[config.mk]
export PLATFORM = sky130hd
export DESIGN_NAME = gcd_binary_engine_flat
export DESIGN_NICKNAME = d
export VERILOG_FILES = /design/src/rtl/gcd_binary_engine_pkg.sv /design/src/rtl/gcd_binary_engine_if.sv /design/src/rtl/gcd_binary_engine_step.sv /design/src/rtl/gcd_binary_engine.sv /design/src/flat_wrapper.sv
export SDC_FILE = /design/constraint.sdc
export NUM_CORES = 1
export LEC_CHECK = 0
export CAP_MARGIN = 20
export CORE_MARGIN = 2
export CORE_UTILIZATION = 30
export DETAILED_ROUTE_END_ITERATION = 16
export GPL_ROUTABILITY_DRIVEN = 0
export SLEW_MARGIN = 10
export SYNTH_ARGS = -nofsm -noshare
export SYNTH_HDL_FRONTEND = slang
export SYNTH_SLANG_ARGS = --single-unit
export TNS_END_PERCENT = 30
[constraint.sdc]
create_clock -name clk -period 4 [get_ports clk]
set_input_delay 1.2 -clock clk [delete_from_list [all_inputs] [get_ports clk]]
set_output_delay 1.2 -clock clk [all_outputs]
set_load 0.02 [all_outputs]
[src/rtl/gcd_binary_engine_pkg.sv]
// gcd_binary_engine_pkg
// Shared definitions for the binary (Stein) GCD engine:
//   - default operand/result width and cycle-counter width
//   - FSM state enumeration used by the top level
package gcd_binary_engine_pkg;

   localparam int DEF_WIDTH = 32;
   localparam int DEF_CNT_W = 8;

   typedef enum logic [1:0] {
      ST_IDLE = 2'd0,
      ST_RUN  = 2'd1,
      ST_DONE = 2'd2
   } state_t;

endpackage

[src/rtl/gcd_binary_engine_if.sv]
// gcd_binary_engine_if
// Start/done control bus of the GCD engine.
//   start        : request, accepted on a rising edge while ready=1
//   opa, opb     : operands, sampled on the accept edge
//   ready        : engine can accept start
//   done         : one-cycle pulse when a result is produced
//   result_valid : result/cycles valid, held until next accept or reset
//   result       : gcd(opa, opb)
//   cycles       : RUN cycles used by the last job (saturating)
// Modports: master = requester, slave = engine.
interface gcd_binary_engine_if
   import gcd_binary_engine_pkg::*;
#(
   parameter int WIDTH = DEF_WIDTH,
   parameter int CNT_W = DEF_CNT_W
);

   logic             start;
   logic [WIDTH-1:0] opa;
   logic [WIDTH-1:0] opb;
   logic             ready;
   logic             done;
   logic             result_valid;
   logic [WIDTH-1:0] result;
   logic [CNT_W-1:0] cycles;

   modport master (
      output start, opa, opb,
      input  ready, done, result_valid, result, cycles
   );

   modport slave (
      input  start, opa, opb,
      output ready, done, result_valid, result, cycles
   );

endinterface

[src/rtl/gcd_binary_engine_step.sv]
// gcd_step
// One combinational reduction step of the binary GCD algorithm.
//   a, b, k          : current operands and common power-of-two count
//   a_next, b_next,
//   k_next           : operands/count after this step
//   term             : operands have converged (or one is zero)
//   final_val        : gcd value for the terminating step, (a|b) << k
module gcd_step
   import gcd_binary_engine_pkg::*;
#(
   parameter  int WIDTH = DEF_WIDTH,
   localparam int K_W   = $clog2(WIDTH)
) (
   input  logic [WIDTH-1:0] a,
   input  logic [WIDTH-1:0] b,
   input  logic [K_W-1:0]   k,
   output logic [WIDTH-1:0] a_next,
   output logic [WIDTH-1:0] b_next,
   output logic [K_W-1:0]   k_next,
   output logic             term,
   output logic [WIDTH-1:0] final_val
);

   logic [WIDTH-1:0] base;

   // gcd(0,x)=x; when a==b either operand is the answer.
   assign base      = (a == '0) ? b : a;
   assign final_val = base << k;

   always_comb begin
      a_next = a;
      b_next = b;
      k_next = k;
      term   = 1'b0;
      if ((a == b) || (a == '0) || (b == '0)) begin
         term = 1'b1;
      end else if (!a[0] && !b[0]) begin
         // Shared factor of two: strip it and remember it in k.
         a_next = a >> 1;
         b_next = b >> 1;
         k_next = k + K_W'(1);
      end else if (!a[0]) begin
         a_next = a >> 1;
      end else if (!b[0]) begin
         b_next = b >> 1;
      end else if (a > b) begin
         // Difference of two odds is even, so the shift is free.
         a_next = (a - b) >> 1;
      end else begin
         b_next = (b - a) >> 1;
      end
   end

endmodule

[src/rtl/gcd_binary_engine.sv]
// gcd_binary_engine
// Binary (Stein) GCD engine, one reduction step per clock.
//   clk : rising-edge clock
//   rst : asynchronous, active-low reset
//   bus : gcd_binary_engine_if.slave (start/opa/opb in;
//         ready/done/result_valid/result/cycles out)
// The FSM is IDLE -> RUN -> DONE; DONE lasts one cycle and either
// restarts straight into RUN (start held) or falls back to IDLE.
module gcd_binary_engine
   import gcd_binary_engine_pkg::*;
#(
   parameter int WIDTH = DEF_WIDTH,
   parameter int CNT_W = DEF_CNT_W
) (
   input  logic              clk,
   input  logic              rst,
   gcd_binary_engine_if.slave bus
);

   localparam int               K_W     = $clog2(WIDTH);
   localparam logic [CNT_W-1:0] CNT_MAX = '1;

   state_t           state_reg, state_next;
   logic [WIDTH-1:0] a_reg, b_reg;
   logic [K_W-1:0]   k_reg;
   logic [CNT_W-1:0] cnt_reg;
   logic [WIDTH-1:0] result_reg;
   logic [CNT_W-1:0] cycles_reg;
   logic             result_valid_reg;

   logic             load;
   logic             step_en;
   logic [CNT_W-1:0] cnt_next;

   logic [WIDTH-1:0] a_next, b_next, final_val;
   logic [K_W-1:0]   k_next;
   logic             term;

   gcd_step #(.WIDTH(WIDTH)) u_step (
      .a         (a_reg),
      .b         (b_reg),
      .k         (k_reg),
      .a_next    (a_next),
      .b_next    (b_next),
      .k_next    (k_next),
      .term      (term),
      .final_val (final_val)
   );

   // Counter saturates so very long jobs with a narrow CNT_W stay readable.
   assign cnt_next = (cnt_reg == CNT_MAX) ? cnt_reg : cnt_reg + CNT_W'(1);

   always_comb begin
      state_next = state_reg;
      load       = 1'b0;
      step_en    = 1'b0;
      case (state_reg)
         ST_IDLE: begin
            if (bus.start) begin
               load       = 1'b1;
               state_next = ST_RUN;
            end
         end
         ST_RUN: begin
            step_en = 1'b1;
            if (term) state_next = ST_DONE;
         end
         ST_DONE: begin
            if (bus.start) begin
               load       = 1'b1;
               state_next = ST_RUN;
            end else begin
               state_next = ST_IDLE;
            end
         end
         default: state_next = ST_IDLE;
      endcase
   end

   always_ff @(posedge clk or negedge rst) begin
      if (!rst) begin
         state_reg        <= ST_IDLE;
         a_reg            <= '0;
         b_reg            <= '0;
         k_reg            <= '0;
         cnt_reg          <= '0;
         result_reg       <= '0;
         cycles_reg       <= '0;
         result_valid_reg <= 1'b0;
      end else begin
         state_reg <= state_next;
         // Datapath registers only move on accept or while running.
         if (load) begin
            a_reg            <= bus.opa;
            b_reg            <= bus.opb;
            k_reg            <= '0;
            cnt_reg          <= '0;
            result_valid_reg <= 1'b0;
         end else if (step_en) begin
            cnt_reg <= cnt_next;
            if (term) begin
               result_reg       <= final_val;
               cycles_reg       <= cnt_next;
               result_valid_reg <= 1'b1;
            end else begin
               a_reg <= a_next;
               b_reg <= b_next;
               k_reg <= k_next;
            end
         end
      end
   end

   assign bus.ready        = (state_reg != ST_RUN);
   assign bus.done         = (state_reg == ST_DONE);
   assign bus.result_valid = result_valid_reg;
   assign bus.result       = result_reg;
   assign bus.cycles       = cycles_reg;

endmodule
[src/flat_wrapper.sv]
// flat-port wrapper written by rule: the top's interface ports become plain ports
module gcd_binary_engine_flat import gcd_binary_engine_pkg::*;
#(
   parameter int WIDTH = DEF_WIDTH,
   parameter int CNT_W = DEF_CNT_W
)
  (clk, rst, bus_start, bus_opa, bus_opb, bus_ready, bus_done, bus_result_valid, bus_result, bus_cycles);
  gcd_binary_engine_if #(.WIDTH(WIDTH), .CNT_W(CNT_W)) bus_i ();
  input  logic clk;
  input  logic rst;
  input wire logic [$bits(bus_i.start)-1:0] bus_start;
  input wire logic [$bits(bus_i.opa)-1:0] bus_opa;
  input wire logic [$bits(bus_i.opb)-1:0] bus_opb;
  output wire logic [$bits(bus_i.ready)-1:0] bus_ready;
  output wire logic [$bits(bus_i.done)-1:0] bus_done;
  output wire logic [$bits(bus_i.result_valid)-1:0] bus_result_valid;
  output wire logic [$bits(bus_i.result)-1:0] bus_result;
  output wire logic [$bits(bus_i.cycles)-1:0] bus_cycles;
  assign bus_i.start = bus_start;
  assign bus_i.opa = bus_opa;
  assign bus_i.opb = bus_opb;
  assign bus_ready = bus_i.ready;
  assign bus_done = bus_i.done;
  assign bus_result_valid = bus_i.result_valid;
  assign bus_result = bus_i.result;
  assign bus_cycles = bus_i.cycles;
  gcd_binary_engine #(.WIDTH(WIDTH), .CNT_W(CNT_W)) u_core (.clk(clk), .rst(rst), .bus(bus_i));
endmodule
Yosys cells after proc, flatten, opt, wreduce, memory -nomap -nowiden
Cells that the tools add are included.
{ "totals": {"ff_bits": 120, "latchBits": 0, "mem_bits_rw": 0, "romBits": 0, "output_inout_bits": 43, "word_cells": 86, "memories": 0} }
{ "op_classes": {"add_sub_neg": 4, "mul": 0, "div": 0, "n_lt_le_gt_ge": 1, "n_eq_ne": 12, "shift": 1, "n_mux": 36, "bitwise": 1, "n_reduce_logical": 21} }
{ "ops": {"columns": ["cell", "count"], "rows": [
  ["$mux W32", 17],
  ["$logic_not A32 Y1", 2],
  ["$sub A32 B32 Y32", 2],
  ["$eq A32 B32 Y1", 1],
  ["$gt A32 B32 Y1", 1],
  ["$shl A32 B5 Y32", 1],
  ["$mux W5", 5],
  ["$mux W8", 3],
  ["$ne A4 B4 Y1 const B", 3],
  ["$reduce_and A5 Y1", 2],
  ["$add A8 B1 Y8 const B", 1],
  ["$eq A8 B8 Y1 const B", 1],
  ["$mux W1", 8],
  ["$ne A2 B1 Y1 const B", 4],
  ["$reduce_and A4 Y1", 2],
  ["$pmux W2 S3", 1],
  ["$reduce_and A3 Y1", 2],
  ["$reduce_bool A2 Y1", 3],
  ["$add A5 B1 Y5 const B", 1],
  ["$mux W2", 2],
  ["$reduce_and A2 Y1", 2],
  ["$reduce_bool A3 Y1", 1],
  ["$eq A2 B1 Y1 const B", 1],
  ["$eq A2 B2 Y1 const B", 1],
  ["7 further kinds", 9]
]} }

Depth between registers and ports, before layout
Gate-level depths: netlist (run 1).
{ "logic_depth": {"ltp_word": 9, "ltp_mapped": 14, "depth_no_buf": 12} }

Cells and area by module
A second synthesis (run 1) with hierarchy kept.
{ "unflattened": {"hier_cells": 1548, "hier_area_um2": 12155.4} }
{ "by_module_without_submodules": {"columns": ["module", "instances", "cells_each", "area_per_inst_um2", "seq_area_each_um2"], "rows": [
  ["gcd_step", 1, 1017, 6960.4, 0.0],
  ["gcd_binary_engine", 1, 531, 5195.0, 3002.9]
]} }

Worst setup path before layout (run 1)
OpenSTA, ideal clock, no wires.
{ "synth_path": {"kind": "register to register", "start": "register u_core.b_reg[0]", "end": "register u_core.b_reg[21]", "arrival_time_ns": 2.891, "slack_ns": 0.974, "path_stages_with_launch": 13, "path_buffers": 0, "path_cell_list": "dfrtp_1 > inv_1 > ha_1 > fa_1 > nor2b_1 > o31ai_1 > a211oi_1 > o21ai_1 > o31ai_1 > a21boi_1 > xnor2_1 > a221oi_1 > o22ai_1"} }
{ "synth_via": {"elab_chain_len": 9} }
{ "synth_lines": {"columns": ["item", "line", "source"], "rows": [
  ["start: declaration", "gcd_binary_engine.sv:24", "logic [WIDTH-1:0] a_reg, b_reg;"],
  ["start signal: assignment", "gcd_binary_engine.sv:95", "b_reg <= bus.opb;"],
  ["start signal: assignment", "gcd_binary_engine.sv:107", "b_reg <= b_next;"],
  ["$sub A32 B32 Y32", "gcd_binary_engine_step.sv:50", "b_next = (b - a) >> 1;"],
  ["$mux W32", "gcd_binary_engine_step.sv:46", "end else if (a > b) begin"],
  ["$mux W32", "gcd_binary_engine_step.sv:44", "end else if (!b[0]) begin"],
  ["$mux W32", "gcd_binary_engine_step.sv:42", "end else if (!a[0]) begin"],
  ["$mux W32", "gcd_binary_engine_step.sv:37", "end else if (!a[0] && !b[0]) begin"],
  ["$mux W32", "gcd_binary_engine_step.sv:35", "if ((a == b) || (a == '0) || (b == '0)) begin"],
  ["$mux W32", "gcd_binary_engine.sv:101", "if (term) begin"],
  ["$mux W32", "gcd_binary_engine.sv:99", "end else if (step_en) begin"],
  ["$mux W32", "gcd_binary_engine.sv:93", "if (load) begin"]
]} }
Parallel ways exist; a longest one is shown, timed or not. The select of a mux whose other input is x is not followed.
A chain may end at the register's enable or synchronous reset.

Worst setup path after layout (run 1)
{ "layout_path": {"start": "register u_core.b_reg[0]", "end": "register u_core.b_reg[29]"} }
Same word-level chain as after synthesis.

==> results of run 1 <==
cell type report:
class	instances	area share
Multi-Input combinational cell	991	0.545
Sequential cell	120	0.228
Timing Repair Buffer	159	0.115
Tap cell	461	0.0437
Clock buffer	17	0.0322
Inverter	82	0.0233
Clock inverter	15	0.0138
synthesized netlist by cell type, types with 9 or more instances:
master	number
o21bai_1	9
mux4_2	27
a211oi_1	20
and3_1	9
or3_1	9
xnor2_1	38
ha_1	67
buf_2	13
o21ai_1	16
o21ai_0	103
clkbuf_1	77
nand3_1	16
o22ai_1	50
a21oi_1	116
a22o_1	10
dfrtp_1	120
xor2_1	19
nor2_1	68
nor4_1	20
mux2i_1	41
o211ai_1	18
nand4_1	19
buf_1	11
a221oi_1	45
nor2b_1	14
inv_1	81
o21a_1	18
nand2_1	89
a31oi_1	14
a21o_1	28
how the worst max path moves through the flow:
| stage | startpoint | to | slack [ps] |
|---|---|---|---|
| after floorplan | u_core.b_reg[0]$_DFFE_PN0P_ | u_core.b_reg[21]$_DFFE_PN0P_ | 970 |
| after global placement | u_core.b_reg[0]$_DFFE_PN0P_ | u_core.b_reg[29]$_DFFE_PN0P_ | 180 |
| after detailed placement | u_core.b_reg[0]$_DFFE_PN0P_ | u_core.b_reg[29]$_DFFE_PN0P_ | 180 |
| after CTS | u_core.b_reg[0]$_DFFE_PN0P_ | u_core.b_reg[29]$_DFFE_PN0P_ | 170 |
| after global routing | u_core.b_reg[0]$_DFFE_PN0P_ | u_core.b_reg[29]$_DFFE_PN0P_ | 6 |
| final | u_core.b_reg[0]$_DFFE_PN0P_ | u_core.b_reg[29]$_DFFE_PN0P_ | 260 |
where the power goes:
group | total, mW | leakage [nW] | internal [mW] | switching, mW
Combinational | 9.28 | 3.55 | 3.77 | 5.51
Sequential | 2.30 | 1.58 | 1.64 | 0.660
Clock | 1.64 | 0.293 | 0.944 | 0.698
repair_timing:
item,CTS,global route
setup endpoints to repair,0,1
resized for setup,0,1
endpoints found under the hold margin,0,0
buffers inserted,0,0
metrics by stage:
stage | worst slack, ps | cell area [µm²]
2_1_floorplan | 974 | 10900
3_3_place_gp | 183 | 12600
3_5_place_dp | 176 | 12600
4_1_cts | 173 | 13200
5_1_grt | 6.32 | 13200
6_report | 257 | 13200
per-layer routing:
| layer | global-route usage | vias to the layer above |
|---|---|---|
| met1 | 0.278 | 5293 |
| met5 | 0 | - |
| met2 | 0.320 | 519 |
| met3 | 0.0475 | 78 |
| met4 | 0.0783 | 0 |
| li1 | - | 5048 |
cell families (layout without fill, tap and decap cells):
| logic type | Yosys count | after routing |
|---|---|---|
| adders and majority gates | 69 | 69 |
| xor gates and xnor gates | 57 | 57 |
| and+or+nand+nor | 277 | 277 |
| buffers and inverters | 186 | 273 |
| AOI/OAI and AO/OA | 515 | 515 |
| DFF | 120 | 120 |
| muxes | 73 | 73 |
cell usage in the layout (no fill, tap or decap), types with 16 or more instances in the layout:
cell type and instances:
a21o_1 28, a21oi_1 116, o21a_1 17, o211ai_1 18, inv_1 81, dfrtp_1 120, nor2_1 68, buf_4 47
a221oi_1 45, nor4_1 20, a211oi_1 19, ha_1 67, clkdlybuf4s50_1 108, mux4_2 27, o21ai_0 103, xnor2_1 38
nand4_1 19, mux2i_1 41, clkbuf_16 17, xor2_1 19, o22ai_1 50, o21ai_1 16, nand3_1 16, nand2_1 89
==> impl_metrics.csv, run 1 <==
group,metric,value,unit
route,wl_per_cell,21.3,µm
place,hpwl,29700,µm
route,finalWirelength,39300,µm
logic_synthesis,synth_mux_area_frac,0.0987,
logic_synthesis,synth_area,10900,µm²
route,wl_met1,17000,µm
cts,cts_buffers,17,
timing,setup_violations,0,
setup_path,cp-end-kind,"flip-flop",
worst_hold_path,worstHoldStart,"u_core.bus.result[12]$_DFFE_PN0P_",
route,routed_via_density,5.93,
flow_run,drv_cap,0,
logic_synthesis,yosysWarnings,0,
die,die_y,195,µm
cts,hold_buffers,0,
place,port_buffers,109,
timing,slew_headroom,0.280,
cts,path_clk_slew,70,ps
global_route,grt_max_degree,59,
logic_synthesis,async_reset_ff_frac,1.00,
setup_path,crit_top_cell,"o31ai_1",
logic_synthesis,synth_cells,1297,
timing,rsz0062_at_grt,"false",
outcome,status,"finished clean",
logic_synthesis,synth-edff-count,0,
route,dr.pass1.iters,5,
pwr,p_leak,5.42,nW
logic_synthesis,synth.distinct_cells,68,
final_layout,fillerInstances,3631,
die,io_pins,110,
final_layout,nets,1507,
route,dr.first_iter.drc_count,1063,
logic_synthesis,syn_nets,1433,
route,vias,10938,
global_route,grt_pass1_vias,10598,
timing,fin_hold_ws,475,ps
setup_path,cp_top_family,"compound AO/OA/AOI/OAI gates",
final_layout,final_layout_size_suffix_gt1_frac,0.0975,
pwr,p_total,13.2,mW
final_layout,multi_input_area,7180,µm²
route,routed-wl-met3,3320,µm
setup_path,reg2reg_from,"u_core.b_reg[0]$_DFFE_PN0P_",
route,maxUsedRoutingLayer,"met4",
final_layout,utilization,0.370,
cts,h-tree-depth,4,
final_layout,synthToLayoutAreaGrowth,21.1,%
cts,cts.sinks,120,
cts,root_buffer,"clkbuf_16",
cts,cts_buffer_depth,2,
final_layout,final-seq-area,3000,µm²
setup_path,startpoint_type,"flip-flop",
logic_synthesis,synthXorXnorAreaFrac,0.0458,
final_layout,diodes,0,
setup_path,critPathSlowestCell,"dfrtp_1",
global_route,grt_usage,0.206,
logic_synthesis,synth_top_area_share,0.276,
setup_path,max_stage_delay,540,ps
setup_path,worstPathRequired,4320,ps
logic_synthesis,ys_seq_area_frac,0.276,
pwr,powerDensity,1000,nW/µm²
logic_synthesis,synthFlopType,"dfrtp_1",
worst_hold_path,min_to,"u_core.bus.result[12]$_DFFE_PN0P_",
timing,max_freq,0.267,GHz
setup_path,path_class,"reg -> reg",
global_route,antenna_found_initial,0,
timing,hold_viol,0,
setup_path,reg2reg_depth,13,
setup_path,r2r_setup_slack,260,ps
route,wl_met2,17800,µm
logic_synthesis,yosys.area_share.simple,0.123,
cts,cts_tree,"yes",
die,coreArea,35700,µm²
setup_path,worstPathCellList,"inv_1 > ha_1 > fa_1 > nor2b_1 > o31ai_1 > a211oi_2 > o21ai_1 > o31ai_1 > buf_4 > a21boi_1 > o21ai_0 > mux2i_1 > a31oi_1",
worst_hold_path,hp-class,"reg -> reg",
timing,period_share,0.936,
die,die_area,37800,µm²
route,drc,0,
worst_hold_path,whs_path_depth,1,
setup_path,path_depth,13,
timing,fin_crit,3740,ps
global_route,grt_pass1_wl,61600,µm
pwr,ir_worst_vdd,0.668,mV
die,die_w,195,µm
die,initial_utilization,0.306,
logic_synthesis,ys_seq_elements,120,
logic_synthesis,synthTopCellsByArea,"dfrtp_1 (28%), ha_1 (7.7%), mux4_2 (5.6%)",
setup_path,path_max_fanout,8,
setup_path,timing.rr.end,"u_core.b_reg[29]$_DFFE_PN0P_",
timing,fin_worst_skew,13.6,ps
route,ant_nets,0,
logic_synthesis,synth_top_family_by_area,"compound AO/OA/AOI/OAI gates",
setup_path,crit_arrival,4060,ps
die,placement_rows,69,
timing,setup_tns,0,ps
logic_synthesis,synth-adder-area-share,0.0806,
cts,worstSkewPairLatency,450,ps
final_layout,instances_no_fill,1845,
place,dp.cells,1813,
logic_synthesis,synth_area_per_cell,8.40,µm²
logic_synthesis,synth-compound-area-share,0.309,
global_route,grt_overflow_total,0,
timing,worst_pin_slew,1080,ps
logic_synthesis,synth_top_area_cell,"dfrtp_1",
timing,slew_violations,0,
setup_path,worst-path-buf-inv,2,
No activity file was read; power rests on OpenSTA's default activity.
==> run 2: changes to the inputs <==
--- a/config.mk
+++ b/config.mk
@@ -5,11 +5,12 @@
 export SDC_FILE = /design/constraint.sdc
 export NUM_CORES = 1
 export LEC_CHECK = 0
-export CAP_MARGIN = 20
+export CAP_MARGIN = 5
 export CORE_MARGIN = 2
 export CORE_UTILIZATION = 30
 export DETAILED_ROUTE_END_ITERATION = 16
 export GPL_ROUTABILITY_DRIVEN = 0
+export GPL_TIMING_DRIVEN = 1
 export SLEW_MARGIN = 10
 export SYNTH_ARGS = -nofsm -noshare
 export SYNTH_HDL_FRONTEND = slang
==> results of run 2 <==
Same layout as run 1: the final DEF is identical, and so are final timing and power.
